===== src/rtl/rssb_seq.sv =====
// Multi-cycle sequencer for the RSSB one-instruction core: fetch, operand load,
// subtract and write-back over a single req/ack memory port.
module rssb_seq #(
  parameter int WIDTH = 8
) (
  input  logic             clk,
  input  logic             rst,
  input  logic             start,
  output logic             mem_req,
  output logic             mem_we,
  output logic [WIDTH-1:0] mem_addr,
  output logic [WIDTH-1:0] mem_wdata,
  input  logic [WIDTH-1:0] mem_rdata,
  input  logic             mem_ack,
  output logic             busy,
  output logic             halted,
  output logic [WIDTH-1:0] opc,
  output logic [WIDTH-1:0] oacc,
  output logic [WIDTH-1:0] oop1,
  output logic [WIDTH-1:0] omem,
  output logic [WIDTH-1:0] osub
);

  typedef enum logic [2:0] {
    S_IDLE,
    S_FETCH,
    S_LOAD,
    S_EXEC,
    S_STORE,
    S_HALT
  } state_t;

  state_t           state;
  logic             borrow;
  logic [WIDTH-1:0] next_pc;

  function automatic logic [WIDTH-1:0] wrap_sub(input logic [WIDTH-1:0] a,
                                                input logic [WIDTH-1:0] b);
    return a - b;
  endfunction

  // Borrow skips the following instruction word; both steps wrap at 2^WIDTH.
  function automatic logic [WIDTH-1:0] pc_advance(input logic [WIDTH-1:0] pc,
                                                  input logic             skip);
    return pc + (skip ? WIDTH'(2) : WIDTH'(1));
  endfunction

  always_comb begin
    next_pc = pc_advance(opc, borrow);
  end

  always_ff @(posedge clk) begin
    if (rst) begin
      state     <= S_IDLE;
      borrow    <= 1'b0;
      mem_req   <= 1'b0;
      mem_we    <= 1'b0;
      mem_addr  <= '0;
      mem_wdata <= '0;
      busy      <= 1'b0;
      halted    <= 1'b0;
      opc       <= '0;
      oacc      <= '0;
      oop1      <= '0;
      omem      <= '0;
      osub      <= '0;
    end else begin
      case (state)
        S_IDLE: begin
          if (start) begin
            state    <= S_FETCH;
            busy     <= 1'b1;
            mem_req  <= 1'b1;
            mem_we   <= 1'b0;
            mem_addr <= opc;
          end
        end
        S_FETCH: begin
          if (mem_ack) begin
            oop1 <= mem_rdata;
            if (mem_rdata == '1) begin
              state   <= S_HALT;
              busy    <= 1'b0;
              halted  <= 1'b1;
              mem_req <= 1'b0;
            end else begin
              // Request stays high: the operand load follows with no idle cycle.
              state    <= S_LOAD;
              mem_addr <= mem_rdata;
            end
          end
        end
        S_LOAD: begin
          if (mem_ack) begin
            omem    <= mem_rdata;
            state   <= S_EXEC;
            mem_req <= 1'b0;
          end
        end
        S_EXEC: begin
          osub      <= wrap_sub(omem, oacc);
          borrow    <= (omem < oacc);
          state     <= S_STORE;
          mem_req   <= 1'b1;
          mem_we    <= 1'b1;
          mem_addr  <= oop1;
          mem_wdata <= wrap_sub(omem, oacc);
        end
        S_STORE: begin
          if (mem_ack) begin
            oacc     <= osub;
            opc      <= next_pc;
            state    <= S_FETCH;
            mem_we   <= 1'b0;
            mem_addr <= next_pc;
          end
        end
        S_HALT: begin
          state <= S_HALT;
        end
        default: begin
          state   <= S_IDLE;
          busy    <= 1'b0;
          halted  <= 1'b0;
          mem_req <= 1'b0;
          mem_we  <= 1'b0;
        end
      endcase
    end
  end

endmodule


===== config.mk =====
export PLATFORM = sky130hd
export DESIGN_NAME = rssb_seq
export DESIGN_NICKNAME = d
export VERILOG_FILES = /design/src/rtl/rssb_seq.sv
export SDC_FILE = /design/constraint.sdc
export NUM_CORES = 1
export LEC_CHECK = 0
export CAP_MARGIN = 20
export CORE_AREA = 2 2 85 87
export CTS_BUF_LIST = sky130_fd_sc_hd__clkbuf_4 sky130_fd_sc_hd__clkbuf_8
export DETAILED_ROUTE_END_ITERATION = 16
export DIE_AREA = 0 0 87 89
export GPL_ROUTABILITY_DRIVEN = 0
export GPL_TIMING_DRIVEN = 0
export PLACE_DENSITY = 0.8
export SLEW_MARGIN = 0
export SYNTH_ARGS = -nofsm -noshare
export SYNTH_HDL_FRONTEND = slang
export SYNTH_SLANG_ARGS = --single-unit

===== constraint.sdc =====
create_clock -name clk -period 4.32 [get_ports clk]
set_clock_uncertainty 0.15 [all_clocks]
set_input_delay 0.864 -clock clk [delete_from_list [all_inputs] [get_ports clk]]
set_output_delay 0.864 -clock clk [all_outputs]
set_load 0.01 [all_outputs]

==> results.py <==
metrics = {
    "power": {
        "pwr-share-clk_pct": 25.9,
        "ir_drop_uv": 166,
        "seqPwrFrac_pct": 47.8,
        "power_density_mw_per_mm2": 301,
        "p_sw_uw": 353,
        "pwr-share-comb_pct": 26.3,
        "swShare_pct": 29.9,
        "totalPowerFinal_mw": 1.18,
        "p_int_uw": 826,
        "leakage_nw": 1.38,
    },
    "floorplan": {
        "ioPinCount": 72,
        "core_area_mm2": 0.00672,
        "dieArea_mm2": 0.00774,
        "die_w_um": 87,
        "die_height_um": 89,
        "fp-row-count": 30,
        "initial_core_util_pct": 44.9,
    },
    "clocking": {
        "cts.path.max_buffers": 2,
        "hold_buffers": 0,
        "cts_tree": "done",
        "insertion_delay_ns": 0.30,
        "clkSinkCount": 56,
        "cts_resized": 0,
        "cts_inserted_buffers": 5,
        "root_buffer": "clkbuf_8",
        "h-tree-depth": 2,
        "clk_pin_slew_worst_paths_ns": 0.10,
        "postCtsSetupBuffers": 0,
    },
    "detailed_routing": {
        "postRouteAntennaNets": 0,
        "wire_per_inst_um": 15.7,
        "viasPerCell": 5.66,
        "drtIter0Drc": 234,
        "via_count": 3007,
        "remaining_drc_errors": 0,
        "dr.pass1.iters": 5,
        "drt_wl_total_mm": 8.36,
    },
    "setup_path": {
        "cp.arrival_ns": 2.76,
        "critical_path_required_ns": 4.38,
        "critical_path.cell_chain": "clkdlybuf4s50_1 -> nand4_1 -> or2_0 -> o32a_2 -> buf_6 -> a311oi_1",
        "worstPathMaxFanout": 10,
        "slowest_delay_ns": 0.59,
        "critPathSlowestCell": "clkdlybuf4s50_1",
        "startpoint_type": "primary input",
        "critPathKind": "primary input to flop",
        "endpoint_kind": "flop",
        "rrSetupSlack_ns": 2.16,
    },
    "layout": {
        "regArea_mm2": 0.00112,
        "fillers": 630,
        "stdcell_count": 531,
        "drive_above_1_share_pct": 7.54,
        "nets": 475,
        "multi_input_area_mm2": 0.00166,
        "diodes": 0,
        "final_common_cell": "clkdlybuf4s50_1",
        "final_cell_mix": "70 x clkdlybuf4s50_1, 56 x dfxtp_1, 54 x nand2_1, 50 x nor2_1, 34 x a21oi_1",
        "fin_area_mm2": 0.00391,
        "area_growth_pct": 29.8,
        "utilization_pct": 58.2,
    },
    "global_routing": {
        "grt_pass1_wl_mm": 13.4,
        "grtUsageTotal_pct": 21.8,
        "overflow": 0,
        "grt_max_degree": 16,
        "antenna_found_initial": 0,
        "grt_pass1_vias": 2748,
    },
    "timing": {
        "min_period_ns": 2.70,
        "holdWs_ns": 0.318,
        "fin_ws_ns": 1.62,
        "setup_viol": 0,
        "final-hold-violation-count": 0,
        "fmax_ghz": 0.371,
        "rsz0062_at_grt": "false",
        "worst_pin_slew_ns": 0.633,
        "tns_ns": 0,
        "slew_viol_final": 0,
        "slew_headroom_pct": 57.7,
        "period_share_pct": 62.4,
    },
    "synthesis": {
        "synth_nets": 398,
        "ys_types": 52,
        "synth_ff_type": "dfxtp_1",
        "yosys_warnings": 0,
        "yosysSeqAreaShare_pct": 37.2,
        "async_flop_share_pct": 0,
        "syn-cell-area_mm2": 0.00301,
        "netlist_instances": 374,
        "avgSynthCellArea_um2": 8.06,
        "synth_edf_count": 0,
        "ys_seq_elements": 56,
    },
    "status": {
        "outcome": "complete, no violations",
    },
    "placement": {
        "dpl_cell_area_mm2": 0.00381,
        "portBuffers": 70,
        "dp.cells": 524,
        "post-dp-hpwl_mm": 6.28,
        "place_ws_ns": 1.35,
    },
    "min_path": {
        "hold_path.class": "flop to flop",
    },
    "job": {
        "drv_cap": 0,
    },
}
[layer usage]
metal | track usage [%] | wire length [um]
met5 | 0 | 0
met4 | 5.40 | 120
met3 | 4.16 | 640
met2 | 36.2 | 3830
met1 | 29.4 | 3780
[synth_stat cells (3+ instances only)]
master	instances	area share (%)
nand3_1	3	0.50
nor4b_1	4	1.2
o21ai_0	14	2.3
a21oi_1	34	5.6
nor2b_1	5	1.0
nor3_1	6	1.0
nor2_1	50	6.2
o21a_1	3	0.75
clkbuf_1	9	1.1
ha_1	10	4.2
a221oi_1	5	1.5
buf_1	3	0.37
inv_1	13	1.6
buf_4	9	2.2
nand2_1	54	6.7
nand4_1	5	1.0
a211oi_1	9	2.2
a21o_1	3	0.75
a31oi_1	5	1.0
buf_2	9	1.5
o211ai_1	4	1.0
dfxtp_1	56	37
or3_1	3	0.62
mux2i_1	17	5.6
xnor2_1	6	1.7
[power by group through the flow]
stage          Combinational, mW  Sequential, mW  Clock [mW]
2_1_floorplan              0.180           0.585           0
3_3_place_gp               0.300           0.575           0
3_5_place_dp               0.304           0.576           0
4_1_cts                    0.306           0.564       0.311
5_1_grt                    0.336           0.567       0.335
6_report                   0.310           0.563       0.306
[logic make-up (layout without fill, tap and decap cells)]
logic type                 Yosys count  in the layout  share of synthesized area (%)
AOI/OAI and AO/OA                   91             91                           19.3
xor gates and xnor gates             8              8                           2.32
adders and majority gates           12             12                           5.48
buffers and inverters               46            123                           7.72
DFF                                 56             56                           37.2
muxes                               18             18                           6.02
and+or+nand+nor                    143            143                           22.0
[critical path: cells and delay by family]
kind,cells,cell delay (ns)
AO/OA/AOI/OAI,2,0.65
buffers and inverters,2,0.75
AND/OR/NAND/NOR,2,0.49
[registers in the layout, indices dropped and copies added, names as in the netlist]
register and flops:
busy 1, mem_addr 8, mem_req 1, omem 8, osub 8, oacc 8, borrow 1, opc 8
oop1 8, mem_we 1, halted 1, state 3
[path summary, 6_finish.rpt]
path / startpoint / end / depth (start not counted)
max: mem_rdata[6] / mem_addr[4] / 6
min: mem_addr[5] / mem_addr[5] / 2
max reg2reg: borrow / mem_addr[6] / 8
min reg2reg: mem_addr[5] / mem_addr[5] / 2
[cell type report]
| class | count | area share [%] |
|---|---|---|
| multi-input cells | 272 | 42.5 |
| repair buffers | 70 | 17.9 |
| flip-flops and latches | 56 | 28.7 |
| clock buffers | 7 | 2.46 |
| inverters | 14 | 1.34 |
| plain buffers | 32 | 4.61 |
| well taps | 80 | 2.56 |
Power figures use the tool's default switching activity.
